## config.mk

```make
export PLATFORM = sky130hd
export DESIGN_NAME = fmul_float_norm_round
export DESIGN_NICKNAME = d
export VERILOG_FILES = /design/src/rtl/fmul_float_norm_round.sv
export SDC_FILE = /design/constraint.sdc
export NUM_CORES = 1
export LEC_CHECK = 0
export BUFFER_PORTS_ARGS = -buffer_cell sky130_fd_sc_hd__buf_2
export CAP_MARGIN = 10
export CORE_UTILIZATION = 55
export DETAILED_ROUTE_END_ITERATION = 8
export GPL_TIMING_DRIVEN = 0
export HOLD_SLACK_MARGIN = 0.1
export PLACE_DENSITY = 0.92
export SYNTH_ARGS = -nofsm -noshare
export SYNTH_HDL_FRONTEND = slang
export SYNTH_SLANG_ARGS = --single-unit
```

## constraint.sdc

```tcl
create_clock -name iCLOCK -period 3.49 [get_ports iCLOCK]
set_input_delay 0.349 -clock iCLOCK [delete_from_list [all_inputs] [get_ports iCLOCK]]
set_output_delay 0.349 -clock iCLOCK [all_outputs]
set_load 0.02 [all_outputs]
```

## src/rtl/fmul_float_norm_round.sv

```systemverilog
// fmul back end: normalize, round and pack a raw 48-bit product to binary32.
// Define FMUL_NORM_ROUND_NEAREST_EN for round-to-nearest-even, else truncate.
module fmul_float_norm_round (
  input  logic        iCLOCK,
  input  logic        iRESET,
  input  logic        iRESET_SYNC,
  input  logic        iDATA_REQ,
  output logic        oDATA_BUSY,
  input  logic        iDATA_SIGN,
  input  logic [9:0]  iDATA_EXP,
  input  logic [47:0] iDATA_FRACT,
  input  logic        iDATA_EXCEPT_EXP_A0,
  input  logic        iDATA_EXCEPT_EXP_B0,
  input  logic        iDATA_EXCEPT_EXP_A1,
  input  logic        iDATA_EXCEPT_EXP_B1,
  input  logic        iDATA_EXCEPT_FRACT_A0,
  input  logic        iDATA_EXCEPT_FRACT_B0,
  output logic        oDATA_VALID,
  input  logic        iDATA_BUSY,
  output logic [31:0] oDATA_RESULT,
  output logic        oDATA_FLAG_INVALID,
  output logic        oDATA_FLAG_OVERFLOW,
  output logic        oDATA_FLAG_UNDERFLOW,
  output logic        oDATA_FLAG_INEXACT
);

  typedef struct packed {
    logic               valid;
    logic               spec;
    logic [31:0]        spec_res;
    logic               invalid;
    logic               sign;
    logic signed [10:0] exp;
    logic [22:0]        mant;
    logic               guard;
    logic               sticky;
  } norm_t;

  typedef struct packed {
    logic        valid;
    logic [31:0] result;
    logic        invalid;
    logic        overflow;
    logic        underflow;
    logic        inexact;
  } pack_t;

  norm_t s1_d, s1_q;
  pack_t s2_d, s2_q;

  logic nan_a, nan_b, inf_a, inf_b, zero_a, zero_b;
  logic signed [10:0] exp_in;

  assign oDATA_BUSY = iDATA_BUSY;

  assign nan_a  = iDATA_EXCEPT_EXP_A1 & ~iDATA_EXCEPT_FRACT_A0;
  assign nan_b  = iDATA_EXCEPT_EXP_B1 & ~iDATA_EXCEPT_FRACT_B0;
  assign inf_a  = iDATA_EXCEPT_EXP_A1 &  iDATA_EXCEPT_FRACT_A0;
  assign inf_b  = iDATA_EXCEPT_EXP_B1 &  iDATA_EXCEPT_FRACT_B0;
  assign zero_a = iDATA_EXCEPT_EXP_A0;
  assign zero_b = iDATA_EXCEPT_EXP_B0;

  assign exp_in = {iDATA_EXP[9], iDATA_EXP};

  always_comb begin
    s1_d          = '0;
    s1_d.valid    = iDATA_REQ;
    s1_d.sign     = iDATA_SIGN;
    if (nan_a | nan_b | (inf_a & zero_b) | (inf_b & zero_a)) begin
      s1_d.spec     = 1'b1;
      s1_d.spec_res = 32'h7FC0_0000;
      s1_d.invalid  = 1'b1;
    end else if (inf_a | inf_b) begin
      s1_d.spec     = 1'b1;
      s1_d.spec_res = {iDATA_SIGN, 8'hFF, 23'h0};
    end else if (zero_a | zero_b) begin
      s1_d.spec     = 1'b1;
      s1_d.spec_res = {iDATA_SIGN, 31'h0};
    end else if (iDATA_FRACT[47]) begin
      s1_d.exp    = exp_in + 11'sd1;
      s1_d.mant   = iDATA_FRACT[46:24];
      s1_d.guard  = iDATA_FRACT[23];
      s1_d.sticky = |iDATA_FRACT[22:0];
    end else begin
      s1_d.exp    = exp_in;
      s1_d.mant   = iDATA_FRACT[45:23];
      s1_d.guard  = iDATA_FRACT[22];
      s1_d.sticky = |iDATA_FRACT[21:0];
    end
  end

  logic               inc;
  logic [24:0]        sum;
  logic               carry;
  logic [22:0]        mant_r;
  logic signed [10:0] exp_r;
  logic [31:0]        ovf_res;

`ifdef FMUL_NORM_ROUND_NEAREST_EN
  assign inc     = s1_q.guard & (s1_q.sticky | s1_q.mant[0]);
  assign ovf_res = {s1_q.sign, 8'hFF, 23'h0};
`else
  assign inc     = 1'b0;
  assign ovf_res = {s1_q.sign, 8'hFE, 23'h7F_FFFF};
`endif

  assign sum    = {2'b01, s1_q.mant} + {24'h0, inc};
  assign carry  = sum[24];
  assign mant_r = carry ? 23'h0 : sum[22:0];
  assign exp_r  = s1_q.exp + {10'h0, carry};

  always_comb begin
    s2_d       = '0;
    s2_d.valid = s1_q.valid;
    if (s1_q.spec) begin
      s2_d.result  = s1_q.spec_res;
      s2_d.invalid = s1_q.invalid;
    end else if (exp_r >= 11'sd255) begin
      s2_d.result   = ovf_res;
      s2_d.overflow = 1'b1;
      s2_d.inexact  = 1'b1;
    end else if (exp_r <= 11'sd0) begin
      s2_d.result    = {s1_q.sign, 31'h0};
      s2_d.underflow = 1'b1;
      s2_d.inexact   = 1'b1;
    end else begin
      s2_d.result  = {s1_q.sign, exp_r[7:0], mant_r};
      s2_d.inexact = s1_q.guard | s1_q.sticky;
    end
  end

  always_ff @(posedge iCLOCK or posedge iRESET) begin
    if (iRESET) begin
      s1_q <= '0;
      s2_q <= '0;
    end else if (iRESET_SYNC) begin
      s1_q <= '0;
      s2_q <= '0;
    end else if (!iDATA_BUSY) begin
      s1_q <= s1_d;
      s2_q <= s2_d;
    end
  end

  assign oDATA_VALID          = s2_q.valid;
  assign oDATA_RESULT         = s2_q.result;
  assign oDATA_FLAG_INVALID   = s2_q.invalid;
  assign oDATA_FLAG_OVERFLOW  = s2_q.overflow;
  assign oDATA_FLAG_UNDERFLOW = s2_q.underflow;
  assign oDATA_FLAG_INEXACT   = s2_q.inexact;

endmodule

```

==> run_results.csv <==
group,metric,value,unit
run_status,status,"finished clean",
synthesis,netlist_area,3595,um^2
setup_path,setup.worst_path.end_class,"flip-flop",
worst_hold_path,hp-class,"primary input to flip-flop",
timing,worst_pin_slew,0.5054,ns
setup_path,slowest_stage,"dfrtp_1",
global_route,antenna_found_initial,0,
synthesis,synth_nets,390,
pwr,p_sw,0.0004900,W
pwr,power_frac_seq,51.3,%
global_route,grt_pass1_wl,14.79,mm
clock_tree,post-cts-setup-buffers,0,
global_route,grt_overflow,0,
layout,mostFrequentLayoutCell,"buf_2",
global_route,grt_max_degree,80,
pwr,power_frac_clock,37.7,%
placement,dpl.hpwl,6.196,mm
drt,wirelength,8.777,mm
layout,final_cell_mix,"buf_2, dfrtp_1, nand2_1",
setup_path,worstPathCellList,"nor4_2 > a311oi_2 > buf_6 > a221o_1",
clock_tree,clk_latency,0.36,ns
drt,drt_first_pass_iters,5,
timing,fin_crit_sh,49.07,%
placement,dpl-instance-area,4257,um^2
placement,io_buffer_count,107,
synthesis,netlist_instances,319,
clock_tree,cts_buffer_depth,2,
clock_tree,cts-root-buf,"clkbuf_8",
drt,viasPerCell,6.019,
drt,post-route-drc-count,0,
layout,areaGrowthSynthToFinish,24.30,%
timing,fin_crit,1.712,ns
timing,slew_headroom,66.30,%
timing,finalHoldWorstSlack,0.2573,ns
clock_tree,htreeDepth,3,
die,core,6314,um^2
layout,diodes,0,
clock_tree,ctsHoldBuffers,1,
setup_path,crit_path_start_kind,"flip-flop",
pwr,p_comb_share,11.0,%
clock_tree,post_cts_resized,0,
die,io_pins,108,
run,drv_cap,0,
setup_path,crit_type,"flip-flop to flip-flop",
synthesis,yosysWarnings,0,
setup_path,crit_fanout,10,
drt,drtAntennaViolNets,0,
setup_path,cpPeakStageDelay,0.45,ns
die,die_height,82.85,um
global_route,grt_use_total,27.03,%
clock_tree,cts_tree,"yes",
pwr,switching_share,26.59,%
pwr,p_per_area,412.4,nW/um^2
layout,fill_cells,451,
clock_tree,cts_inserted_buffers,9,
timing,fmax,0.5840,GHz
layout,nets,510,
clock_tree,path_clk_slew,0.09,ns
synthesis,synth_seq_cells,79,
layout,ff_latch_area,1977,um^2
layout,multi_input_area,1490,um^2
layout,layout-drive-gt1-share,33.56,%
global_route,grt_pass1_vias,3137,
pwr,ir_drop,343.7,uV
pwr,p_int,0.001353,W
drt,routedWlPerCell,16.85,um
die,die_area,6863,um^2
die,fp-row-count,29,
synthesis,yosysSeqAreaShare,54.99,%
die,die_x,82.85,um
timing,drv_slew,0,
setup_path,cp.arrival,1.96,ns
clock_tree,cts.sinks,79,
die,initial_core_util,56.94,%
synthesis,synth.avg_cell_area,11.27,um^2
setup_path,cp.required,3.73,ns
timing,rsz0062_at_grt,"no",
drt,drt_iter0_markers,197,
placement,gp_congestion,0.8477,
drt,vias,3136,
synthesis,yosysUniqueCellTypes,42,
timing,hold_violations,0,
timing,fin_skew,0.01234,ns
pwr,leakage,2.294,nW
layout,fin_area,4468,um^2
timing,finalSetupViolCount,0,
timing,fin_tns_setup,0,ns
==> cell type report <==
cell class	count	area share, %
Buffer	21	2.604
Clock buffer	9	2.772
Clock inverter	7	1.736
Inverter	3	0.3080
Multi-Input combinational cell	216	33.35
Sequential cell	79	44.25
Tap cell	77	2.156
Timing Repair Buffer	109	12.83
==> state kept, by name, summed over array words and instances (netlist names) <==
register	cells
oDATA_FLAG_INVALID	1
oDATA_VALID	1
oDATA_RESULT	32
oDATA_FLAG_OVERFLOW	1
oDATA_FLAG_INEXACT	1
ovf_res	1
oDATA_FLAG_UNDERFLOW	1
s1_q	41
==> per-layer routing <==
metal,track usage [%],vias up,share of wire (%)
met1,35.37,1524,41
met5,0,-,0
met4,12.07,0,3.0
li1,-,1426,-
met3,6.362,30,7.1
met2,43.14,156,49
==> final timing paths <==
| check | depth (start not counted) | startpoint | slack, ns | end |
|---|---|---|---|---|
| worst max-delay path | 4 | s1_q[29] | 1.78 | oDATA_RESULT[3] |
| worst min-delay path | 3 | iDATA_REQ | 0.26 | s1_q[71] |
| worst max register to register | 4 | s1_q[29] | 1.78 | oDATA_RESULT[3] |
| worst min register to register | 2 | s1_q[7] | 0.49 | s1_q[7] |
| max in group asynchronous | 4 | iRESET | 2.58 | oDATA_RESULT[22] |
| min in group asynchronous | 4 | iRESET | 0.62 | s1_q[70] |
==> cell families (layout without fill, tap and decap cells) <==
family / after synthesis / count (layout) / synth area share [%]
flip-flops: 79 / 79 / 54.99
AO/OA/AOI/OAI: 87 / 87 / 18.17
multiplexers: 29 / 29 / 8.075
adder cells (fa/ha/maj): 1 / 1 / 0.3480
XOR/XNOR: 9 / 9 / 2.193
AND/OR/NAND/NOR: 90 / 90 / 12.67
buffers and inverters: 24 / 149 / 3.550
==> metrics by stage <==
step | utilization [%] | cells | setup WS, ns | total power [W]
2_1_floorplan | - | 319 | 1.118 | 0.001070
3_3_place_gp | 66.94 | 503 | 0.3981 | 0.001150
3_5_place_dp | 67.42 | 504 | 1.794 | 0.001162
4_1_cts | 70.77 | 521 | 1.792 | 0.001846
5_1_grt | 70.77 | 521 | 1.707 | 0.001908
6_report | 70.77 | 521 | 1.778 | 0.001843
==> synthesized netlist by cell type (all sizes together) <==
| library cell | number | area [um^2] |
|---|---|---|
| nand4 | 4 | 25.02 |
| clkbuf | 9 | 33.78 |
| a211oi | 1 | 7.510 |
| a2111oi | 1 | 27.53 |
| nand2b | 2 | 12.51 |
| o311ai | 1 | 8.760 |
| a21boi | 1 | 11.26 |
| ha | 1 | 12.51 |
| nand3 | 2 | 10.01 |
| a221o | 29 | 290.3 |
| nor2 | 14 | 60.06 |
| xor2 | 7 | 61.31 |
| and4 | 4 | 37.54 |
| nor3 | 5 | 35.03 |
| xnor2 | 2 | 17.52 |
| inv | 3 | 11.26 |
| a22o | 1 | 8.760 |
| a32o | 1 | 10.01 |
| o21ai | 40 | 200.2 |
| a31o | 1 | 8.760 |
| a2bb2oi | 1 | 8.760 |
| a21oi | 4 | 20.02 |
| a21o | 2 | 15.01 |
| mux2i | 29 | 290.3 |
| dfrtp | 79 | 1977 |
| buf | 12 | 82.58 |
| nor2b | 4 | 25.02 |
| and3 | 1 | 6.260 |
| a311oi | 1 | 15.01 |
| a221oi | 1 | 8.760 |
| a31oi | 2 | 12.51 |
| nand2 | 46 | 175.2 |
| nor4 | 8 | 68.82 |
==> power by group through the flow <==
stage / clock [W] / sequential [W] / combinational, W
final: 0.000695 / 0.000945 / 0.000202
after global routing: 0.000738 / 0.000947 / 0.000223
after CTS: 0.000699 / 0.000945 / 0.000202
after detailed placement: 0 / 0.000963 / 0.000200
after global placement: 0 / 0.000962 / 0.000188
after floorplan: 0 / 0.000972 / 0.0000983
==> critical path: cells and delay by family, from the launching register on <==
family | cells | cell delay (ns)
AO/OA/AOI/OAI | 2 | 0.54
buffers and inverters | 1 | 0.20
flip-flops | 1 | 0.45
AND/OR/NAND/NOR | 1 | 0.40
Power figures use the tool's default switching activity.
